==> src/rtl/vga_sprite_engine.sv <==
// VGA raster generator with per-line sprite row prefetch in horizontal blanking
// and pending/active sprite registers swapped once per frame.
module vga_sprite_engine #(
  parameter int NUM_SPR = 2,
  parameter int SPR_W   = 64,
  parameter int SPR_H   = 48,
  parameter int H_ACT   = 640,
  parameter int H_FP    = 16,
  parameter int H_SYN   = 96,
  parameter int H_BP    = 48,
  parameter int V_ACT   = 480,
  parameter int V_FP    = 10,
  parameter int V_SYN   = 2,
  parameter int V_BP    = 33
) (
  input  logic                              clk,
  input  logic                              rst,
  input  logic                              wr_en,
  input  logic [3:0]                        wr_sel,
  input  logic [9:0]                        wr_x,
  input  logic [9:0]                        wr_y,
  input  logic [11:0]                       wr_color,
  input  logic [11:0]                       bg_color,
  output logic [$clog2(NUM_SPR*SPR_H)-1:0]  rom_addr,
  input  logic [SPR_W-1:0]                  rom_data,
  output logic                              hsync,
  output logic                              vsync,
  output logic [3:0]                        red,
  output logic [3:0]                        green,
  output logic [3:0]                        blue,
  output logic                              frame_start
);
  localparam int H_TOT = H_ACT + H_FP + H_SYN + H_BP;
  localparam int V_TOT = V_ACT + V_FP + V_SYN + V_BP;
  localparam int CW    = $clog2(H_TOT);
  localparam int RW    = $clog2(V_TOT);
  localparam int AW    = $clog2(NUM_SPR * SPR_H);
  localparam int BW    = $clog2(SPR_W);
  localparam int SW    = (NUM_SPR > 1) ? $clog2(NUM_SPR) : 1;

  localparam logic [CW-1:0] H_LAST  = CW'(H_TOT - 1);
  localparam logic [CW-1:0] H_ACT_C = CW'(H_ACT);
  localparam logic [CW-1:0] HS_BEG  = CW'(H_ACT + H_FP);
  localparam logic [CW-1:0] HS_END  = CW'(H_ACT + H_FP + H_SYN);
  localparam logic [RW-1:0] V_LAST  = RW'(V_TOT - 1);
  localparam logic [RW-1:0] V_ACT_C = RW'(V_ACT);
  localparam logic [RW-1:0] VS_BEG  = RW'(V_ACT + V_FP);
  localparam logic [RW-1:0] VS_END  = RW'(V_ACT + V_FP + V_SYN);
  localparam logic [SW-1:0] K_LAST  = SW'(NUM_SPR - 1);

  typedef enum logic [1:0] {IDLE, ADDR, LATCH} fetch_t;

  logic          pix_en;
  logic [CW-1:0] hc;
  logic [RW-1:0] vc;

  logic [9:0]       pend_x [NUM_SPR];
  logic [9:0]       pend_y [NUM_SPR];
  logic [11:0]      pend_c [NUM_SPR];
  logic [9:0]       act_x  [NUM_SPR];
  logic [9:0]       act_y  [NUM_SPR];
  logic [11:0]      act_c  [NUM_SPR];
  logic [SPR_W-1:0] row_buf[NUM_SPR];

  fetch_t        state;
  logic [SW-1:0] fk;
  logic [RW-1:0] nv;
  logic          in_rng;

  // Pixel colour for the current (hc,vc); 11-bit compares keep right-edge clipping wrap-free.
  logic [10:0] hc_x;
  logic [10:0] dx;
  logic [11:0] pix_color;
  logic        in_act;

  assign hc_x   = 11'(hc);
  assign in_act = (hc < H_ACT_C) && (vc < V_ACT_C);

  // NOTE: always_comb uses blocking assignments and sets every output first, so no latch forms.
  always_comb begin
    pix_color = bg_color;
    dx        = '0;
    for (int k = NUM_SPR - 1; k >= 0; k--) begin
      dx = hc_x - 11'(act_x[k]);
      if (hc_x >= 11'(act_x[k]) && hc_x < 11'(act_x[k]) + 11'(SPR_W) &&
          row_buf[k][BW'(SPR_W - 1) - dx[BW-1:0]])
        pix_color = act_c[k];
    end
  end

  // Address for the sprite the fetch FSM is about to request, on the line being prefetched.
  logic [RW-1:0] nv_next;
  logic [SW-1:0] ak;
  logic [RW-1:0] al;
  logic [10:0]   al_x;
  logic [10:0]   ay_x;
  logic          ak_hit;
  logic [AW-1:0] ak_addr;

  assign nv_next = (vc == V_LAST) ? '0 : vc + RW'(1);

  always_comb begin
    ak      = (state == IDLE) ? '0 : fk + SW'(1);
    al      = (state == IDLE) ? nv_next : nv;
    al_x    = 11'(al);
    ay_x    = 11'(act_y[ak]);
    ak_hit  = (al_x >= ay_x) && (al_x < ay_x + 11'(SPR_H));
    ak_addr = AW'(int'(ak) * SPR_H + int'(al_x - ay_x));
  end

  // NOTE: sequential state uses non-blocking assignments so every register samples pre-edge values.
  always_ff @(posedge clk or posedge rst) begin
    if (rst) begin
      pix_en      <= 1'b0;
      hc          <= '0;
      vc          <= '0;
      hsync       <= 1'b1;
      vsync       <= 1'b1;
      red         <= '0;
      green       <= '0;
      blue        <= '0;
      frame_start <= 1'b0;
      // NOTE: sprite register arrays are small flop banks, so they take the async reset like any flop.
      for (int k = 0; k < NUM_SPR; k++) begin
        pend_x[k] <= '0;
        pend_y[k] <= '0;
        pend_c[k] <= '0;
        act_x[k]  <= '0;
        act_y[k]  <= '0;
        act_c[k]  <= '0;
      end
    end else begin
      pix_en      <= ~pix_en;
      frame_start <= 1'b0;
      if (pix_en) begin
        if (hc == H_LAST) begin
          hc <= '0;
          vc <= (vc == V_LAST) ? '0 : vc + RW'(1);
        end else begin
          hc <= hc + CW'(1);
        end
        hsync <= !((hc >= HS_BEG) && (hc < HS_END));
        vsync <= !((vc >= VS_BEG) && (vc < VS_END));
        {red, green, blue} <= in_act ? pix_color : 12'h000;
        if (hc == '0 && vc == V_ACT_C) begin
          act_x       <= pend_x;
          act_y       <= pend_y;
          act_c       <= pend_c;
          frame_start <= 1'b1;
        end
      end
      // A write coinciding with the swap lands in pending only; the swap above sees the old value.
      for (int k = 0; k < NUM_SPR; k++) begin
        if (wr_en && wr_sel == 4'(k)) begin
          pend_x[k] <= wr_x;
          pend_y[k] <= wr_y;
          pend_c[k] <= wr_color;
        end
      end
    end
  end

  // Fetch FSM: ADDR presents the row address, LATCH captures the ROM word one clk later.
  always_ff @(posedge clk or posedge rst) begin
    if (rst) begin
      state    <= IDLE;
      fk       <= '0;
      nv       <= '0;
      in_rng   <= 1'b0;
      rom_addr <= '0;
      for (int k = 0; k < NUM_SPR; k++) row_buf[k] <= '0;
    end else begin
      case (state)
        IDLE: begin
          if (pix_en && hc == H_ACT_C) begin
            nv     <= nv_next;
            fk     <= '0;
            in_rng <= ak_hit;
            if (ak_hit) rom_addr <= ak_addr;
            state  <= ADDR;
          end
        end
        ADDR: state <= LATCH;
        LATCH: begin
          row_buf[fk] <= in_rng ? rom_data : '0;
          if (fk == K_LAST) begin
            state <= IDLE;
          end else begin
            fk     <= fk + SW'(1);
            in_rng <= ak_hit;
            if (ak_hit) rom_addr <= ak_addr;
            state  <= ADDR;
          end
        end
        default: state <= IDLE;
      endcase
    end
  end

endmodule

==> config.mk <==
export PLATFORM = sky130hd
export DESIGN_NAME = vga_sprite_engine
export DESIGN_NICKNAME = d
export VERILOG_FILES = /design/src/rtl/vga_sprite_engine.sv
export SDC_FILE = /design/constraint.sdc
export NUM_CORES = 1
export LEC_CHECK = 0
export CAP_MARGIN = 40
export CORE_UTILIZATION = 45
export CTS_CLUSTER_SIZE = 24
export DETAILED_ROUTE_END_ITERATION = 6
export SETUP_SLACK_MARGIN = 0.02
export SYNTH_ARGS = -nofsm -noshare
export SYNTH_HDL_FRONTEND = slang
export SYNTH_SLANG_ARGS = --single-unit
export TNS_END_PERCENT = 20
==> constraint.sdc <==
create_clock -name clk -period 14.8 [get_ports clk]
set_input_delay 2.96 -clock clk [delete_from_list [all_inputs] [get_ports clk]]
set_output_delay 2.96 -clock clk [all_outputs]
set_load 0.02 [all_outputs]
==> results.py <==
metrics = {
    "outcome": {
        "status": "finished, final reports clean",
    },
    "synth": {
        "synth_cells": 1362,
        "yosys_warnings": 0,
        "synth-main-ff-cell": "dfrtp_1",
        "synth_edf_count": 0,
        "yosysTopAreaCell": "dfrtp_1",
        "syn_area_per_cell_um2": 11.3,
        "ys_top_cells_by_area": "dfrtp_1 (51%), mux2_2 (9.9%), nand2_1 (6.1%)",
        "ys_seq_elements": 313,
        "async_reset_ff_frac": 1.00,
        "yosysSeqAreaShare": 0.509,
        "syn-cell-area_mm2": 0.0154,
        "synth_top_area_frac": 0.505,
        "yosys.cell_types.count": 65,
        "synthesis.nets": 1549,
    },
    "sta": {
        "rsz0062_at_grt": "false",
        "setup_viol": 0,
        "fin_crit_ps": 4910,
        "relSlewSlack": 0.426,
        "max_freq_mhz": 204,
        "skew_ps": 13.1,
        "worst_slew_pin_slew_ps": 850,
        "setup_tns_ps": 0,
        "hold_violations": 0,
        "finalCritPeriodShare": 0.332,
        "drv_slew": 0,
    },
    "global_route": {
        "grt_overflow": 0,
        "grt_max_degree": 103,
        "grt_antenna_before_repair": 0,
        "grt_use_total": 0.197,
        "first_global_vias": 10500,
        "grt_pass1_wl_mm": 55.7,
    },
    "placed_design": {
        "place_area_mm2": 0.0173,
        "io_buffers": 136,
        "dp_hpwl_mm": 23.3,
        "gp_congestion": 0.837,
    },
    "cells_and_area": {
        "final_area_mm2": 0.0185,
        "fill_cells": 2899,
        "final_nets": 1676,
        "multi_input_area_mm2": 0.00707,
        "seqCellArea_mm2": 0.00784,
        "antennaDiodeCount": 0,
        "drive_above_1_share": 0.173,
        "syn_to_final_growth_pct": 20.1,
        "layout_common_cells": "dfrtp_1 (310), nand2_1 (251), o21ai_0 (169), clkdlybuf4s50_1 (136), mux2_2 (135)",
        "layout_commonest_cell": "dfrtp_1",
        "postLayoutCoreUtil": 0.550,
    },
    "drt": {
        "vias_per_cell": 5.19,
        "via_count": 10200,
        "dr.pass1.iters": 5,
        "drc": 0,
        "drt_wl_total_mm": 33.3,
        "antenna_left": 0,
        "wire_per_inst_um": 17.0,
        "drtIter0Drc": 444,
    },
    "critical_path": {
        "start_kind": "input port",
        "critical_path_class": "in2async",
        "rr_endpoint": "rom_addr[6]",
        "cp_top_family": "buffers and inverters",
        "crit_fanout": 81,
        "cp-startpoint": "rst",
        "cp.arrival_ps": 5580,
        "cp-endpoint": "row_buf[26]",
        "slowest_stage": "buf_4",
        "r2r_cells": 16,
        "cp_num_buf_inv": 6,
        "reg2reg_slack_ps": 10140,
        "cp-end-kind": "asynchronous set/reset pin",
        "slowest_delay_ps": 600,
        "path_depth": 6,
        "r2r_start": "state[0]",
        "crit_chain": "clkdlybuf4s50_1 > inv_8 > buf_16 > buf_4 > buf_4 > buf_16",
        "worstPathRequired_ps": 15480,
    },
    "clock_tree": {
        "cts_resized": 0,
        "cts_num_sinks": 313,
        "path_clk_slew_ps": 60,
        "postCtsSetupBuffers": 0,
        "cts_made_buffers": 36,
        "hold_buffers": 0,
        "clockBufferDepth": 3,
        "clkLatencyLatePin_ps": 510,
        "cts_tree": "built",
        "htreeDepth": 2,
        "clockRootBuffer": "clkbuf_16",
    },
    "die": {
        "die_area_mm2": 0.0350,
        "core_mm2": 0.0336,
        "start_util": 0.458,
        "chipWidth_um": 187,
        "num_io_pins": 137,
        "rows": 67,
        "die_y_um": 187,
    },
    "worst_hold_path": {
        "hp-start": "row_buf[25]",
        "min_path_type": "reg2reg",
    },
    "pwr": {
        "cellLeakagePower_nw": 8.27,
        "worst_ir_drop_vdd_mv": 0.0820,
        "total_power_mw": 1.89,
        "p_per_area_mw_per_mm2": 102,
    },
    "run": {
        "maxCapViolations": 0,
    },
}
==> cell usage after synthesis, types with 3 or more instances <==
library cell / instances
nor2b_1: 6
nor2_1: 31
buf_2: 3
buf_6: 3
a31oi_1: 3
o31ai_1: 4
a2111oi_0: 3
o21ai_0: 169
mux2i_1: 25
nand2_1: 251
nand3_1: 14
nor4_1: 5
a21oi_1: 25
xnor2_1: 27
fa_1: 7
o2bb2ai_1: 12
nand4_1: 8
o22ai_1: 4
a21o_1: 10
o21bai_1: 4
or2_2: 3
clkbuf_1: 54
nand2b_1: 10
inv_1: 48
mux4_1: 9
mux4_2: 22
buf_1: 5
dfrtp_1: 311
ha_1: 65
o21a_1: 10
mux2_4: 11
nand3b_1: 3
xor2_1: 9
mux2_2: 135
o211ai_1: 6
nor3_1: 9
mux4_4: 3
==> layer usage <==
metal | GRT usage | vias to the layer above | share of wire | wire, um
li1 | - | 5026 | - | -
met3 | 0.0287 | 37 | 0.027 | 901
met5 | 0 | - | 0 | 0
met4 | 0.0422 | 0 | 0.014 | 475
met2 | 0.320 | 131 | 0.47 | 15700
met1 | 0.282 | 5013 | 0.49 | 16200
==> power by group <==
group          switching [mW]  internal [mW]
logic                  0.0340         0.0588
clock network           0.350          0.537
registers              0.0188          0.897
total                   0.403           1.49
==> final cells by class <==
class / count / area share
Sequential cell: 313 / 0.424
Multi-Input combinational cell: 930 / 0.382
Timing Repair Buffer: 159 / 0.0894
Clock buffer: 53 / 0.0555
Tap cell: 448 / 0.0303
Inverter: 49 / 0.0103
Clock inverter: 13 / 0.00866
==> per-stage QoR <==
stage	hold slack (ps)	worst slack, ps	std cells
floorplan	442	3190	1362
global placement	454	8910	1889
detailed placement	463	9240	1898
CTS	478	9600	1964
global route	494	9550	1965
finish	472	9890	1965
==> worst min path at each step <==
stage                  end  slack (ps)  cells past startpoint
5_1_grt        row_buf[24]         490                      2
2_1_floorplan  row_buf[13]         440                      2
3_3_place_gp   row_buf[14]         450                      2
6_report       row_buf[25]         470                      2
3_5_place_dp   row_buf[54]         460                      2
4_1_cts        row_buf[54]         480                      2
==> cell families after synthesis <==
kind of cell | count (synthesis) | share of synthesized area
AO/OA/AOI/OAI | 265 | 0.0999
XOR/XNOR | 36 | 0.0205
adder cells (fa/ha/maj) | 72 | 0.0619
buffers and inverters | 119 | 0.0336
flip-flops | 313 | 0.509
multiplexers | 207 | 0.180
AND/OR/NAND/NOR | 350 | 0.0956
==> tightest hold or removal path, delay by kind of cell, from the launching register on <==
family / cells / cell delay, ps
AOI/OAI and AO/OA: 1 / 60
DFF: 1 / 330
and+or+nand+nor: 1 / 50
==> state kept, by name, summed over array words and instances, names as in the netlist, 4 cells and up <==
signal	flops
row_buf	128
act_c	24
pend_c	24
act_x	20
act_y	20
pend_x	20
pend_y	20
hc	10
nv	10
vc	10
rom_addr	7
blue	4
green	4
red	4
No activity file was read; power rests on OpenSTA's default activity.
==> patch: new RTL, same flow settings <==
Set the parameter `V_SYN` to 4 (it was 2).
--- a/src/rtl/vga_sprite_engine.sv
+++ b/src/rtl/vga_sprite_engine.sv
@@ -10,7 +10,7 @@
   parameter int H_BP    = 48,
   parameter int V_ACT   = 480,
   parameter int V_FP    = 10,
-  parameter int V_SYN   = 2,
+  parameter int V_SYN   = 4,
   parameter int V_BP    = 33
 ) (
   input  logic                              clk,
Check against the original RTL: no difference found for any inputs over 10 cycles, from zero or initial values and one cycle with rst high; that may be too few to reach the edited logic, so the function may still have changed.
==> patch against the original RTL <==
Design area fell by 0.26%; power fell by 0.99%; utilization fell by 0.14 points; global-route usage rose by 0.22 points; final cell count fell by 0.25%; combinational power barely moved; worst setup slack got worse by 0.038 ns; routed wire length rose by 0.58%; worst hold slack got worse by 0.00093 ns; sequential cell count did not move; via count rose by 0.76%; sequential power barely moved; area after synthesis barely moved; sequential share of layout area rose by 0.11 points; critical path type unchanged; critical endpoint is now act_c[20]$_DFFE_PP0P_.
==> patch: results (changes against the original RTL) <==
[routing]
vias_per_cell=5.25  ; was 5.19
wl_per_cell_um=17.1  ; was 17.0 um
dr.first_iter.drc_count=511  ; was 444
wl_met2_um=15900  ; was 15700 um

[grt]
use_met1_pct=28.2  ; about the same
grt_max_degree=100  ; was 103
grtUsageTotal_pct=20.0  ; was 19.7%
grt.met3_usage_pct=3.19  ; was 2.87%
grt_pass1_vias=10600  ; was 10500
met2_usage_pct=32.5  ; was 32.0%

[placed_design]
post-place-ws_ns=9.15  ; was 9.24 ns
dp_hpwl_um=23300  ; about the same

[layout]
nFillCells=2918  ; was 2899
clkCellAreaFrac_pct=6.33  ; was 6.41%
drive_above_1_share_pct=16.9  ; was 17.3%
nonClkBufAreaFrac_pct=8.82  ; was 8.94%
final_cells=1960  ; was 1965
nMultiInputCombCells=933  ; was 930
multi_input_area_share_pct=38.4  ; was 38.2%
design.seq.count=313  ; unchanged
n_all_inverters=45  ; was 49
multiInputGateArea_mm2=0.00708  ; was 0.00707 mm2
finalNetCount=1674  ; was 1676
clkbuf_count=47  ; was 53
nNonClkBuffers=157  ; was 159

[sta]
max_slew.worst_pin.slew_ns=0.830  ; was 0.850 ns
whs_ns=0.471  ; was 0.472 ns

[logic_synthesis]
synth_area_leaders=dfrtp_1, mux2_2, nand2_1, o21ai_0, ha_1  ; unchanged
synth-seq-area-share_pct=50.9  ; about the same
muxShareOfSynthArea_pct=17.5  ; was 18.0%
synthAdderAreaFrac_pct=6.28  ; was 6.19%
yosysUniqueCellTypes=61  ; was 65

[pwr]
peakVddDrop_mv=0.0751  ; was 0.0820 mV
p_leak_nw=8.33  ; was 8.27 nW

[setup_path]
critPathMaxStageDelay_ns=0.68  ; was 0.60 ns
reg2reg_slack_ns=10.38  ; was 10.14 ns

[run_status]
status=completed  ; unchanged

## patch: changes by cell type after synthesis, moves of 6 or more
cell,delta
a21oi_1,+7
mux4_1,+9
a221o_1,+12
mux2_2,-6
o2bb2ai_1,-12
nor2b_1,+11
buf_2,+7
o21ai_0,+6
o21a_1,-7
nor2_1,+7
## patch: path summary, 6_finish.rpt
path | from | to | cells past startpoint
max in group clk | vsync$_DFFE_PP1P_ | vsync | 1
min in group asynchronous | rst | row_buf[54]$_DFFE_PP0P_ | 2
max reg2reg | hc[0]$_DFFE_PP0P_ | red[3]$_DFFE_PP0P_ | 11
min | row_buf[44]$_DFFE_PP0P_ | row_buf[44]$_DFFE_PP0P_ | 2
max | rst | act_c[20]$_DFFE_PP0P_ | 5
min reg2reg | row_buf[44]$_DFFE_PP0P_ | row_buf[44]$_DFFE_PP0P_ | 2
## patch: power breakdown
group,internal [mW],switching (mW),total [mW]
Combinational,0.0586,0.0341,0.0926
Sequential,0.897,0.0192,0.916
Clock,0.508,0.359,0.868
Total,1.46,0.413,1.88
